[config.mk]
export PLATFORM = sky130hd
export DESIGN_NAME = tdm_mux_16x1_flat
export DESIGN_NICKNAME = d
export VERILOG_FILES = /design/src/rtl/tdm_mux_16x1_pkg.sv /design/src/rtl/tdm_mux_16x1_if.sv /design/src/rtl/tdm_mux_16x1_rr_pick16.sv /design/src/rtl/tdm_mux_16x1.sv /design/src/flat_wrapper.sv
export SDC_FILE = /design/constraint.sdc
export NUM_CORES = 1
export LEC_CHECK = 0
export CORE_ASPECT_RATIO = 0.75
export CORE_MARGIN = 5
export CORE_UTILIZATION = 53
export CTS_BUF_LIST = sky130_fd_sc_hd__clkbuf_8
export DETAILED_ROUTE_END_ITERATION = 8
export PLACE_DENSITY = 0.85
export SYNTH_ARGS = -nofsm -noshare
export SYNTH_HDL_FRONTEND = slang
export SYNTH_SLANG_ARGS = --single-unit
[constraint.sdc]
create_clock -name clk -period 9.6 [get_ports clk]
set_input_delay 1.92 -clock clk [delete_from_list [all_inputs] [get_ports clk]]
set_output_delay 1.92 -clock clk [all_outputs]
set_load 0.01 [all_outputs]
[src/rtl/tdm_mux_16x1_pkg.sv]
// Shared types for the 16:1 TDM collector and its companion 1:16 demux.
// The demux side imports sel_t from here so both ends agree on the select width.
package tdm_pkg;

  localparam int N_CH   = 16;
  localparam int SEL_W  = 4;
  localparam int DATA_W = 1;

  typedef logic [SEL_W-1:0] sel_t;
  typedef logic [N_CH-1:0]  chan_vec_t;

  typedef enum logic {
    EMPTY = 1'b0,
    FULL  = 1'b1
  } state_t;

  function automatic chan_vec_t sel_onehot(input sel_t idx);
    return chan_vec_t'(1) << idx;
  endfunction

endpackage

[src/rtl/tdm_mux_16x1_if.sv]
// Channel-request side and output side of the 16:1 TDM collector.
// The mux uses the slave modport; whoever feeds channels and drains the output uses master.
interface tdm_mux_16x1_if;
  import tdm_pkg::*;

  chan_vec_t                 in_valid;
  logic [N_CH*DATA_W-1:0]    in_data;
  chan_vec_t                 in_ready;
  logic                      out_valid;
  logic [DATA_W-1:0]         out_data;
  sel_t                      out_sel;
  logic                      out_ready;

  modport master (
    output in_valid,
    output in_data,
    input  in_ready,
    input  out_valid,
    input  out_data,
    input  out_sel,
    output out_ready
  );

  modport slave (
    input  in_valid,
    input  in_data,
    output in_ready,
    output out_valid,
    output out_data,
    output out_sel,
    input  out_ready
  );

endinterface

[src/rtl/tdm_mux_16x1_rr_pick16.sv]
// Rotating-priority picker: first requester at or after ptr, wrapping 15 -> 0.
module rr_pick16
  import tdm_pkg::*;
(
  input  chan_vec_t req,
  input  sel_t      ptr,
  output sel_t      gnt_idx,
  output logic      any
);

  chan_vec_t rot;
  sel_t      offset;

  // Rotating right by ptr puts channel ptr at bit 0, so the lowest set bit is the winner.
  assign rot = N_CH'({req, req} >> ptr);

  always_comb begin
    offset = '0;
    for (int i = N_CH - 1; i >= 0; i--) begin
      if (rot[i]) begin
        offset = sel_t'(i);
      end
    end
  end

  assign any     = |req;
  assign gnt_idx = ptr + offset;

endmodule

[src/rtl/tdm_mux_16x1.sv]
// Round-robin 16:1 TDM collector with a one-deep registered output stage.
// out_sel travels with each word so a downstream 1:16 demux can route it back out.
module tdm_mux_16x1
  import tdm_pkg::*;
(
  input logic           clk,
  input logic           rst_n,
  tdm_mux_16x1_if.slave bus
);

  state_t              state_q, state_d;
  logic [DATA_W-1:0]   data_q, data_d;
  sel_t                sel_q, sel_d;
  sel_t                ptr_q, ptr_d;
  sel_t                gnt;
  logic                any;
  logic                can_load;
  logic                load;
  chan_vec_t           in_ready;

  rr_pick16 u_pick (
    .req     (bus.in_valid),
    .ptr     (ptr_q),
    .gnt_idx (gnt),
    .any     (any)
  );

  assign can_load = (state_q == EMPTY) || bus.out_ready;
  assign load     = can_load && any;

  always_comb begin
    state_d  = state_q;
    data_d   = data_q;
    sel_d    = sel_q;
    ptr_d    = ptr_q;
    in_ready = '0;

    case (state_q)
      EMPTY:   if (any) state_d = FULL;
      FULL:    if (bus.out_ready && !any) state_d = EMPTY;
      default: state_d = EMPTY;
    endcase

    // A load while FULL overwrites the word being consumed, keeping one word per cycle.
    if (load) begin
      data_d = bus.in_data[gnt*DATA_W +: DATA_W];
      sel_d  = gnt;
      ptr_d  = gnt + sel_t'(1);
      if (rst_n) begin
        in_ready = sel_onehot(gnt);
      end
    end
  end

  always_ff @(posedge clk or negedge rst_n) begin
    if (!rst_n) begin
      state_q <= EMPTY;
      data_q  <= '0;
      sel_q   <= '0;
      ptr_q   <= '0;
    end else begin
      state_q <= state_d;
      data_q  <= data_d;
      sel_q   <= sel_d;
      ptr_q   <= ptr_d;
    end
  end

  assign bus.in_ready  = in_ready;
  assign bus.out_valid = (state_q == FULL);
  assign bus.out_data  = data_q;
  assign bus.out_sel   = sel_q;

  a_ready_onehot: assert property (@(posedge clk) disable iff (!rst_n)
    $onehot0(bus.in_ready));

  // A stalled word must not move until the consumer takes it.
  a_stall_hold: assert property (@(posedge clk) disable iff (!rst_n)
    (bus.out_valid && !bus.out_ready) |=>
      (bus.out_valid && $stable(bus.out_sel) && $stable(bus.out_data)));

endmodule

[src/flat_wrapper.sv]
// flat-port wrapper written by rule: the top's interface ports become plain ports
module tdm_mux_16x1_flat import tdm_pkg::*;
  (clk, rst_n, bus_in_valid, bus_in_data, bus_in_ready, bus_out_valid, bus_out_data, bus_out_sel, bus_out_ready);
  tdm_mux_16x1_if bus_i ();
  input logic clk;
  input logic rst_n;
  input wire logic [$bits(bus_i.in_valid)-1:0] bus_in_valid;
  input wire logic [$bits(bus_i.in_data)-1:0] bus_in_data;
  output wire logic [$bits(bus_i.in_ready)-1:0] bus_in_ready;
  output wire logic [$bits(bus_i.out_valid)-1:0] bus_out_valid;
  output wire logic [$bits(bus_i.out_data)-1:0] bus_out_data;
  output wire logic [$bits(bus_i.out_sel)-1:0] bus_out_sel;
  input wire logic [$bits(bus_i.out_ready)-1:0] bus_out_ready;
  assign bus_i.in_valid = bus_in_valid;
  assign bus_i.in_data = bus_in_data;
  assign bus_in_ready = bus_i.in_ready;
  assign bus_out_valid = bus_i.out_valid;
  assign bus_out_data = bus_i.out_data;
  assign bus_out_sel = bus_i.out_sel;
  assign bus_i.out_ready = bus_out_ready;
  tdm_mux_16x1 u_core (.clk(clk), .rst_n(rst_n), .bus(bus_i));
endmodule
==> flow_summary_export.csv <==
group,metric,value,unit
yosys,synthTopCellsByArea,"dfrtp_1 13%, mux4_1 13%, mux4_2 12%, mux2i_1 6.4%, nand2_1 6.0%",
clock_network,hold_buffers,0,
place,place.gp.congestion,0.909,
cells_and_area,drive_gt1_frac,0.114,
setup_path,crit_chain,"clkdlybuf4s50_1 > mux4_2 > mux2_1 > or3_1 > nand2_1 > o21ai_0 > a21oi_1 > o21ai_0 > and2_1 > ha_1 > a21o_1 > a21oi_1 > xnor2_1 > xnor2_1 > nand3_1 > nor2_1 > clkdlybuf4s50_1",
clock_network,clock-sinks,10,
clock_network,cts_max_path_buffers,2,
setup_path,path_max_fanout,11,
sta,tns,0,ns
min_path,hold_depth,2,
power,power_frac_comb,0.837,
routing,drcViolationCount,0,
routing,detail_route.vias_per_cell,6.32,
power,power.leakage,0.940,nW
yosys,yosysSeqAreaShare,0.133,
power,intPower,0.533,mW
die,row_count,18,
sta,finalMaxSlewViolations,0,
power,p_per_area,435,nW/um^2
clock_network,clock_latency,0.24,ns
sta,slew_headroom,0.418,
grt,grt-ovfl-total,0,
die,chipHeight,61.5,um
yosys,synthAdderAreaFrac,0.0373,
sta,fin_skew,0.0107,ns
setup_path,r2r_cells,12,
yosys,yosys.area_share.xor_xnor,0.0233,
setup_path,crit_slowest_cell,"xnor2_1",
sta,finalHoldViolCount,0,
routing,drt-wirelength-per-cell,18.7,um
setup_path,cp.arrival,6.68,ns
setup_path,regToRegSetupSlack,4.39,ns
yosys,ys_types,53,
setup_path,critical_path_required,7.68,ns
flow_run,drv_cap,0,
sta,setup_viol,0,
clock_network,cts_made_buffers,3,
clock_network,htree_levels,1,
min_path,min_path_type,"reg -> reg",
yosys,syn_nets,248,
cells_and_area,syn2layout_area_growth,30.5,%
setup_path,regToRegEndpoint,"u_core.bus.out_data",
grt,antenna_found_initial,0,
yosys,synth_edf_count,0,
yosys,async_flop_share,1.00,
clock_network,cts_resized,0,
routing,first_pass_iters,4,
yosys,ys_warn_count,0,
yosys,synth.top_cells.by_count,"30 x nand2_1, 22 x nor2_1, 12 x mux2i_1",
yosys,yosys.area_share.simple,0.241,
outcome,status,"complete, no violations",
min_path,holdCritStartpoint,"u_core.bus.out_sel[0]",
place,placedCellCount,290,
clock_network,post_cts_buffers,0,
die,design.core.area,3360,sq um
die,start_util,0.559,
setup_path,critical_path.startpoint,"bus_in_valid[13]",
yosys,synth_compound_area_frac,0.129,
setup_path,max_stage_delay,0.74,ns
routing,drtAntennaViolNets,0,
routing,vias,1858,
setup_path,r2r-start,"u_core.ptr_q[1]",
cells_and_area,final_cells,294,
min_path,hold_path_end,"u_core.bus.out_sel[0]",
yosys,synthesis.area,1880,sq um
yosys,synthCells,208,
power,power,1.07,mW
cells_and_area,final_util,0.730,
clock_network,cts_tree,"done",
routing,drt_iter0_drc,191,
yosys,synthMuxAreaShare,0.375,
grt,first_global_vias,1757,
sta,worst_pin_slew,0.867,ns
setup_path,critPathKind,"in -> out",
routing,routed_wl,5510,um
power,sw_frac_of_total,0.499,
yosys,yosysTopAreaCell,"dfrtp_1",
grt,gr-usage-all-layers,0.229,
yosys,syn_area_per_cell,9.02,sq um
yosys,synth_top_family_by_area,"multiplexers",
sta,max_clock_freq,116,MHz
grt,grt_pass1_wl,8690,um
cells_and_area,nNetsFinal,295,
place,numPortBuffers,56,
power,p_seq_frac,0.113,
yosys,synth_top_area_frac,0.133,
sta,period_needed,8.60,ns
setup_path,end_kind,"output port",
power,ir_drop,323,uV
cells_and_area,diodes,0,
yosys,ys.flop_type,"dfrtp_1",
setup_path,start_kind,"input pin",
yosys,yosysMostFrequentCell,"nand2_1",
clock_network,root_buffer,"clkbuf_8",
place,dp_hpwl,4290,um
sta,rsz0062_at_grt,"no",
yosys,ys_ff_latch,10,
sta,fin_crit_sh,0.896,
grt,grt_max_degree,20,
power,p_switching,0.532,mW
die,die_area,4840,sq um
power,p_clk_frac,0.051,
clock_network,cts.clk_slew.worst_paths,0.04,ns
die,die_x,78.7,um
die,top_level_ports,57,
## per-layer routing
metal / share of wire / global-route usage / vias up
met5: 0 / 0 / -
met4: 0.0040 / 0.0224 / 0
met3: 0.060 / 0.0526 / 4
met2: 0.47 / 0.363 / 57
met1: 0.47 / 0.336 / 907
li1: - / - / 890
## worst max-delay path: cells and delay by family
kind            cells  cell delay, ns
mux                 2            0.90
fa+ha+maj           1            0.27
simple gates        5            1.01
compound gates      5            0.69
xor+xnor            2            0.85
buf+inv             2            1.03
## stage by stage
stage	hold WS, ns	worst slack, ns	area [sq um]
after global routing	0.543	0.759	2450
after floorplan	0.515	2.56	1880
after CTS	0.497	1.08	2450
final	0.500	1.00	2450
after detailed placement	0.473	1.09	2390
after global placement	0.468	1.23	2390
## worst max path at each step
| stage | depth (start not counted) | slack, ns | endpoint |
|---|---|---|---|
| 2_1_floorplan | 13 | 2.56 | bus_in_ready[10] |
| 3_3_place_gp | 17 | 1.23 | bus_in_ready[4] |
| 3_5_place_dp | 17 | 1.09 | bus_in_ready[6] |
| 4_1_cts | 17 | 1.08 | bus_in_ready[6] |
| 5_1_grt | 17 | 0.76 | bus_in_ready[5] |
| 6_report | 17 | 1.00 | bus_in_ready[6] |
## cells in the final DEF, fill, tap and decap left out, types with 3 or more instances in the layout
cell              n
nand2_1          30
dfrtp_1          10
nor3_1            3
clkbuf_8          4
nor2_1           22
xnor2_1           5
or3_1             3
mux4_2           10
a31oi_1           3
inv_1             4
a21oi_1           6
mux4_1            9
mux2i_1          12
mux2_2            4
nand2b_1          5
nor4_1            5
o21ai_0          10
nand3_1           8
and4_1            3
ha_1              4
clkdlybuf4s50_1  56
## state kept, by name, summed over array words and instances (netlist names)
register / flops
u_core.bus.out_data: 1
u_core.bus.out_sel: 4
u_core.bus.out_valid: 1
u_core.ptr_q: 4
## power by group through the flow
stage / combinational, mW / sequential, mW / clock, mW
3_3_place_gp: 0.866 / 0.119 / 0
6_report: 0.891 / 0.120 / 0.0540
5_1_grt: 0.976 / 0.127 / 0.0575
2_1_floorplan: 0.721 / 0.0807 / 0
3_5_place_dp: 0.874 / 0.119 / 0
4_1_cts: 0.887 / 0.119 / 0.0548
## layout make-up
cell class | count | area (sq um)
Fill cell | 253 | 907
Tap cell | 40 | 50.0
Clock buffer | 4 | 55.1
Sequential cell | 10 | 250
Multi-Input combinational cell | 179 | 1510
Timing Repair Buffer | 56 | 561
Inverter | 5 | 18.8
## logic make-up (layout without fill, tap and decap cells)
kind of cell	Yosys count	count (layout)
AND/OR/NAND/NOR	92	92
XOR/XNOR	5	5
buffers and inverters	19	65
multiplexers	40	40
AO/OA/AOI/OAI	37	37
adder cells (fa/ha/maj)	5	5
flip-flops	10	10
Note: power is estimated with default switching activity, not from simulation.
